==> src/rtl/counter_run_controller.sv <==
// Run controller for a 4-bit up counter: prescaled tick, start/pause/clear
// sequencing, one-shot or auto-reload limit handling, busy/done status.
module counter_run_controller #(
  parameter int unsigned DIV     = 50000000,
  parameter int unsigned PRESC_W = 26
) (
  input  logic       clk_50M,
  input  logic       Reset,
  input  logic       Start,
  input  logic       Stop,
  input  logic       Clear,
  input  logic [3:0] Limit,
  input  logic       Auto,
  output logic [3:0] Output,
  output logic       Busy,
  output logic       Done,
  output logic       Tick
);

  typedef enum logic [1:0] {S_IDLE, S_RUN, S_PAUSE, S_DONE} state_t;

  localparam logic [PRESC_W-1:0] PRESC_TOP = PRESC_W'(DIV - 1);

  state_t               state_q, state_d;
  logic [PRESC_W-1:0]   presc_q, presc_d;
  logic [3:0]           lim_q, lim_d;
  logic [3:0]           cnt_d;
  logic [3:0]           step;
  logic                 done_d, tick_d;

  always_ff @(posedge clk_50M or negedge Reset) begin
    if (!Reset) begin
      state_q <= S_IDLE;
      presc_q <= '0;
      lim_q   <= '0;
      Output  <= '0;
      Busy    <= 1'b0;
      Done    <= 1'b0;
      Tick    <= 1'b0;
    end else begin
      state_q <= state_d;
      presc_q <= presc_d;
      lim_q   <= lim_d;
      Output  <= cnt_d;
      Busy    <= (state_d == S_RUN) || (state_d == S_PAUSE);
      Done    <= done_d;
      Tick    <= tick_d;
    end
  end

  // Auto mode reloads to 0 after reaching the limit; one-shot never gets past it.
  always_comb begin
    step = Output + 4'd1;
    if (Auto && (Output == lim_q))
      step = '0;
  end

  always_comb begin
    state_d = state_q;
    presc_d = presc_q;
    lim_d   = lim_q;
    cnt_d   = Output;
    done_d  = 1'b0;
    tick_d  = 1'b0;
    if (Clear) begin
      state_d = S_IDLE;
      cnt_d   = '0;
      presc_d = '0;
    end else begin
      case (state_q)
        S_IDLE, S_DONE: begin
          if (Start) begin
            lim_d   = Limit;
            cnt_d   = '0;
            presc_d = '0;
            if ((Limit == 4'd0) && !Auto) begin
              state_d = S_DONE;
              done_d  = 1'b1;
            end else begin
              state_d = S_RUN;
            end
          end
        end
        S_PAUSE: begin
          if (Start)
            state_d = S_RUN;
        end
        S_RUN: begin
          // Stop outranks a tick falling due in the same cycle.
          if (Stop) begin
            state_d = S_PAUSE;
          end else if (presc_q == PRESC_TOP) begin
            presc_d = '0;
            tick_d  = 1'b1;
            cnt_d   = step;
            if (step == lim_q) begin
              done_d = 1'b1;
              if (!Auto)
                state_d = S_DONE;
            end
          end else begin
            presc_d = presc_q + PRESC_W'(1);
          end
        end
        default: state_d = S_IDLE;
      endcase
    end
  end

endmodule

==> config.mk <==
export PLATFORM = sky130hd
export DESIGN_NAME = counter_run_controller
export DESIGN_NICKNAME = d
export VERILOG_FILES = /design/src/rtl/counter_run_controller.sv
export SDC_FILE = /design/constraint.sdc
export NUM_CORES = 1
export LEC_CHECK = 0
export ABC_CLOCK_PERIOD_IN_PS = 5150
export BUFFER_PORTS_ARGS = -buffer_cell sky130_fd_sc_hd__buf_2
export CORE_MARGIN = 3
export CORE_UTILIZATION = 40
export CTS_CLUSTER_SIZE = 12
export DETAILED_ROUTE_END_ITERATION = 10
export PLACE_DENSITY = 0.59
export RECOVER_POWER = 25
export SYNTH_ARGS = -nofsm -noshare
export SYNTH_HDL_FRONTEND = slang
export SYNTH_SLANG_ARGS = --single-unit
==> constraint.sdc <==
create_clock -name clk_50M -period 5.15 [get_ports clk_50M]
set_input_delay 0.515 -clock clk_50M [delete_from_list [all_inputs] [get_ports clk_50M]]
set_output_delay 0.515 -clock clk_50M [all_outputs]
set_load 0.01 [all_outputs]
== Word-level counts from Yosys, hierarchy flattened ==
Index checks and enable logic that the tools add are counted.

* Register bits after elaboration: 39
* Word-level logic and storage cells: 63
* Input bits: 10

* Reduce and logical (&&, ||, !) cells: 11
* Eq/ne operators: 11
* Bitwise operators: 1
* Add/subtract/negate cells: 2
* Mux-type cells: 31

{| class="wikitable"
|+ Operators by type and width
! operator !! number
|-
| 26-bit two-way mux || 4
|-
| 26-bit one-hot mux with 2 select lines || 1
|-
| 26-bit by 1-bit adder with 26-bit output (second input constant) || 1
|-
| 26-bit equality test (second input constant) || 1
|-
| 4-bit two-way mux || 5
|-
| 2-bit two-way mux || 8
|-
| 1-bit two-way mux || 10
|-
| 3-bit inequality test (second input constant) || 3
|-
| 4-bit equality test || 2
|-
| 4-bit one-hot mux with 2 select lines || 1
|-
| 2-bit equality test (second input constant) || 3
|-
| 2-bit one-hot mux with 3 select lines || 1
|-
| 3-bit AND reduction || 2
|-
| 4-bit by 1-bit adder with 4-bit output (second input constant) || 1
|-
| 2-bit by 1-bit equality test with 1-bit output (second input constant) || 2
|-
| 4-bit zero test || 1
|-
| 4-bit AND reduction || 1
|-
| 3-bit nonzero test || 1
|-
| 1-bit logical AND || 2
|-
| 2-bit zero test || 1
|-
| 1-bit one-hot mux with 2 select lines || 1
|-
| 2-bit OR reduction || 1
|-
| 1-bit zero test || 1
|-
| 1-bit logical OR || 1
|-
| 1-bit inverter || 1
|}

== Logic depth before layout (Yosys ltp) ==
* Depth in word-level cells: 11
* Mapped depth: 10
* Mapped depth without buffers: 8

== Least setup slack after synthesis ==
OpenSTA, ideal clock, no wires.

* Path kind: reg-to-reg
* From: reg Output[3]
* To: reg Done
* Arrival time: 2.108 ns
* Stages on the path, launching flop included: 7
* Data required time: 5.063 ns
* Slack: 2.955 ns
* Path buffers: 0
* Clock period less this slack: 2.195 ns
* Library setup time: 0.087 ns
* Cells stage by stage: dfrtp_1 -> nor2b_1 -> or3_4 -> o32ai_2 -> nand3_1 -> or4b_1 -> a211oi_2

* Longest elaborated chain between the ends: 9

{| class="wikitable"
|+ RTL lines
! item !! line !! source
|-
| from (decl) || 14 || <nowiki>output logic [3:0] Output,</nowiki>
|-
| from (signal assigned) || 44 || <nowiki>Output <= cnt_d;</nowiki>
|-
| parallel branches: the longest is 2 deep, another holds 4-bit by 1-bit adder with 4-bit output || n/a ||
|-
| 4-bit two-way mux * || 54 || <nowiki>if (Auto && (Output == lim_q))</nowiki>
|-
| 4-bit equality test * || 96 || <nowiki>if (step == lim_q) begin</nowiki>
|-
| 1-bit two-way mux * || 96 ||
|-
| 1-bit two-way mux * || 92 || <nowiki>end else if (presc_q == PRESC_TOP) begin</nowiki>
|-
| 1-bit two-way mux * || 90 || <nowiki>if (Stop) begin</nowiki>
|-
| 1-bit one-hot mux with 2 select lines * || 70 || <nowiki>case (state_q)</nowiki>
|-
| 1-bit two-way mux * || 65 || <nowiki>if (Clear) begin</nowiki>
|-
| net done_d || 29 || <nowiki>logic done_d, tick_d;</nowiki>
|-
| to (signal assigned) || 46 || <nowiki>Done <= done_d;</nowiki>
|-
| to (decl) || 16 || <nowiki>output logic Done,</nowiki>
|}

Mark *: on every way through the listed nets, which the timed path passes.
A chain may end at the register's enable or synchronous reset.

== Final worst setup path ==
* From: reg presc_q[0]
* To: reg Output[2]

* Longest elaborated chain between the ends: 3

{| class="wikitable"
|+ RTL lines
! item !! line !! source
|-
| from (decl) || 25 || <nowiki>logic [PRESC_W-1:0] presc_q, presc_d;</nowiki>
|-
| from (signal assigned) || 42 || <nowiki>presc_q <= presc_d;</nowiki>
|-
| 26-bit equality test || 92 ||
|-
| 3-bit inequality test (no line) || n/a ||
|-
| 4-bit AND reduction (no line) || n/a ||
|}

No other way between the ends.

==> metrics.md <==
| Metric | Value |
|---|---|
| Hold crit path type | `in2reg` |
| EDFF count, synth | `0` |
| Worst slew margin | `-40.2%` |
| Critical path's top delay family | `simple AND/OR/NAND/NOR gates` |
| Ys async rst share | `100%` |
| Critical Path AT | `3170 ps` |
| CP endpoint kind | `flop` |
| CP cell instances | `ha_1 > nand4_1 > or3_2 > o21bai_2 > nor2b_1 > nand2_1 > o22ai_1` |
| Global Route Usage Sum | `16.4%` |
| Die Y | `81.6 um` |
| # clock sinks | `39` |
| DR vias | `1877` |
| Post-CTS setup buffer count | `0` |
| Antenna cells | `0` |
| DIE AREA | `6670 um2` |
| # hold bufs at CTS | `0` |
| Pleak | `0.00105 uW` |
| H-tree lvl count | `2` |
| Buffers on Ports | `16` |
| Critical path fanouts, max | `16` |
| Final setup viols | `0` |
| Wire per inst | `15.0 um` |
| Cells after Synth | `250` |
| Core Box Area | `5300 um2` |
| Worst vdd ir | `0.143 mV` |
| Critical Path Source Type | `flop` |
| Worst reg-to-reg setup slack | `2190 ps` |
| Yosys warning total | `0` |
| Final core occ | `47.2%` |
| Row count | `26` |
| Dpl hpwl | `3.64 mm` |
| Slew @ Worst Pin | `2100 ps` |
| Placer Congestion | `0.818` |
| Gr ovfl total | `0` |
| Fin crit period | `2960 ps` |
| Synth-to-layout area growth | `9.29%` |
| Starting DRT DRC Count | `137` |
| Endpoints failing hold | `0` |
| Max cap viols | `1` |
| Crit-path max cell delay | `920 ps` |
| First-pass GRT wire length | `8.38 mm` |
| Post-Layout Cell Count | `337` |
| Vias in the first global route | `1710` |
| Post_cts resized | `0` |
| Routed Antenna Nets | `0` |
| Sequential area share after synthesis | `42.6%` |
| Setup TNS | `0 ps` |
| Post-route cell area | `2500 um2` |
| Failing checks | `capacitance limit, slew limit` |
| CTS tree | `done` |
| I/O pin cnt | `17` |
| Longest Clk Path Bufs | `2` |
| Worst Skew | `4.97 ps` |
| Layout cells sized above 1 | `13.1%` |
| WHS | `471 ps` |
| Starting utilization of the core area | `43.2%` |
| Final Max Tran Viols | `40` |
| Clk_lat worst skew | `290 ps` |
| Area of the mapped netlist | `2290 um2` |
| Root buf cell | `clkbuf_8` |
| RSZ-0062 raised after global routing | `false` |
| Routed wire length | `5.06 mm` |
| Num CTS Buffers | `5` |
| Final net count | `282` |
| Synthesized flop and latch total | `39` |
| Drt pass-1 iters | `4` |
| Crit share post-route | `57.5%` |
| Mean post-synth cell area | `9.15 um2` |
| Average vias per placed instance | `5.57` |
| Syn_nets | `264` |
| Max frequency | `0.338 GHz` |
| Pwr/cell area | `335 nW/um2` |
| # fillers | `509` |
| Worst path slowest cell | `nor2b_1` |
| Placed inst area | `2430 um2` |
| WP buf/inv | `0` |
| Distinct cells, synth | `54` |
| Largest net degree at the start of global routing | `40` |
| DRC violation count after routing | `0` |
| WP data required | `5360 ps` |
| DP Cell Count | `331` |
| Clock transition at the registers of the reported paths | `70 ps` |
| Die Wd | `81.6 um` |
| Status | `finished with violations` |
| Initial antenna violation count | `0` |
| Top FF cell, synth | `dfrtp_1` |
| Kind of critical path | `reg2reg` |
-- kinds of logic (layout without fill, tap and decap cells) --
group / Yosys count / count (layout) / synth area share, %
and+or+nand+nor: 116 / 116 / 27.8
AOI/OAI and AO/OA: 53 / 53 / 15.8
DFF: 39 / 39 / 42.6
buffers and inverters: 18 / 35 / 3.44
xor gates and xnor gates: 15 / 15 / 5.74
muxes: 5 / 5 / 2.41
adders and majority gates: 4 / 4 / 2.19
-- path summary, 6_finish.rpt --
check	to	startpoint	depth (start not counted)
worst max-delay path	Output[2]	presc_q[0]	7
worst min-delay path	lim_q[1]	Limit[1]	2
worst max register to register	Output[2]	presc_q[0]	7
worst min register to register	presc_q[0]	presc_q[0]	1
max in group asynchronous	presc_q[11]	Reset	1
min in group asynchronous	presc_q[2]	Reset	1
-- cell type report --
class	count	area, um2	area share [%]
Clock buffer	6	72.6	2.90
Inverter	12	45.0	1.80
Multi-Input combinational cell	193	1230	49.3
Sequential cell	39	976	39.0
Tap cell	70	87.6	3.50
Timing Repair Buffer	17	86.3	3.45
-- routing by layer --
layer	track usage, %	vias up	part of all wire (%)
met5	0	-	0
met4	5.32	0	1.1
met3	3.62	5	3.6
met2	23.5	34	43
met1	24.3	895	53
li1	-	943	-
-- flip-flops by register name (all words and copies together), names as in the netlist --
register and cells:
Tick 1, Output 4, Done 1, presc_q 26
lim_q 4, Busy 1, state_q 2
-- cells in the mapped netlist, types with 5 or more instances --
master | count | share of area [%]
a21oi_1 | 6 | 1.3
and3_1 | 5 | 1.4
dfrtp_1 | 39 | 43
inv_1 | 12 | 2.0
nand2_1 | 22 | 3.6
nand3_1 | 9 | 2.0
nand4_1 | 11 | 3.0
nor2_1 | 25 | 4.1
nor2b_1 | 7 | 1.9
o21ai_0 | 20 | 4.4
o31ai_1 | 6 | 2.0
xor2_1 | 12 | 4.6
-- placed cells by master (no fill, tap or decap), types with 3 or more instances in the layout --
cell type | netlist | layout
clkbuf_8 | 0 | 5
dfrtp_1 | 39 | 39
o31ai_1 | 6 | 6
nand4_1 | 11 | 11
and3_1 | 5 | 5
nand2_1 | 22 | 22
ha_1 | 4 | 4
inv_1 | 12 | 12
a21oi_1 | 6 | 6
nand4b_1 | 3 | 3
or3_1 | 4 | 4
nand3_1 | 9 | 9
a31oi_1 | 4 | 4
nor4_1 | 4 | 4
mux2_2 | 4 | 4
buf_2 | 1 | 15
xor2_1 | 12 | 12
nor2b_1 | 7 | 7
xnor2_1 | 3 | 3
o21ai_0 | 20 | 20
nand2b_1 | 4 | 4
nor3_1 | 4 | 4
nor2_1 | 25 | 25
-- through the flow --
step / setup slack [ps] / power [uW]
after CTS: 2090 / 842
final: 2190 / 837
after floorplan: 2950 / 584
after global placement: 2230 / 644
after detailed placement: 2130 / 650
after global routing: 1830 / 893
-- power by group --
| group | total [uW] | internal, uW | switching [uW] |
|---|---|---|---|
| clock | 192 | 90.3 | 102 |
| combinational | 269 | 108 | 161 |
| sequential | 376 | 334 | 42.0 |
| total | 837 | 533 | 304 |
(Power assumes the default switching activity.)
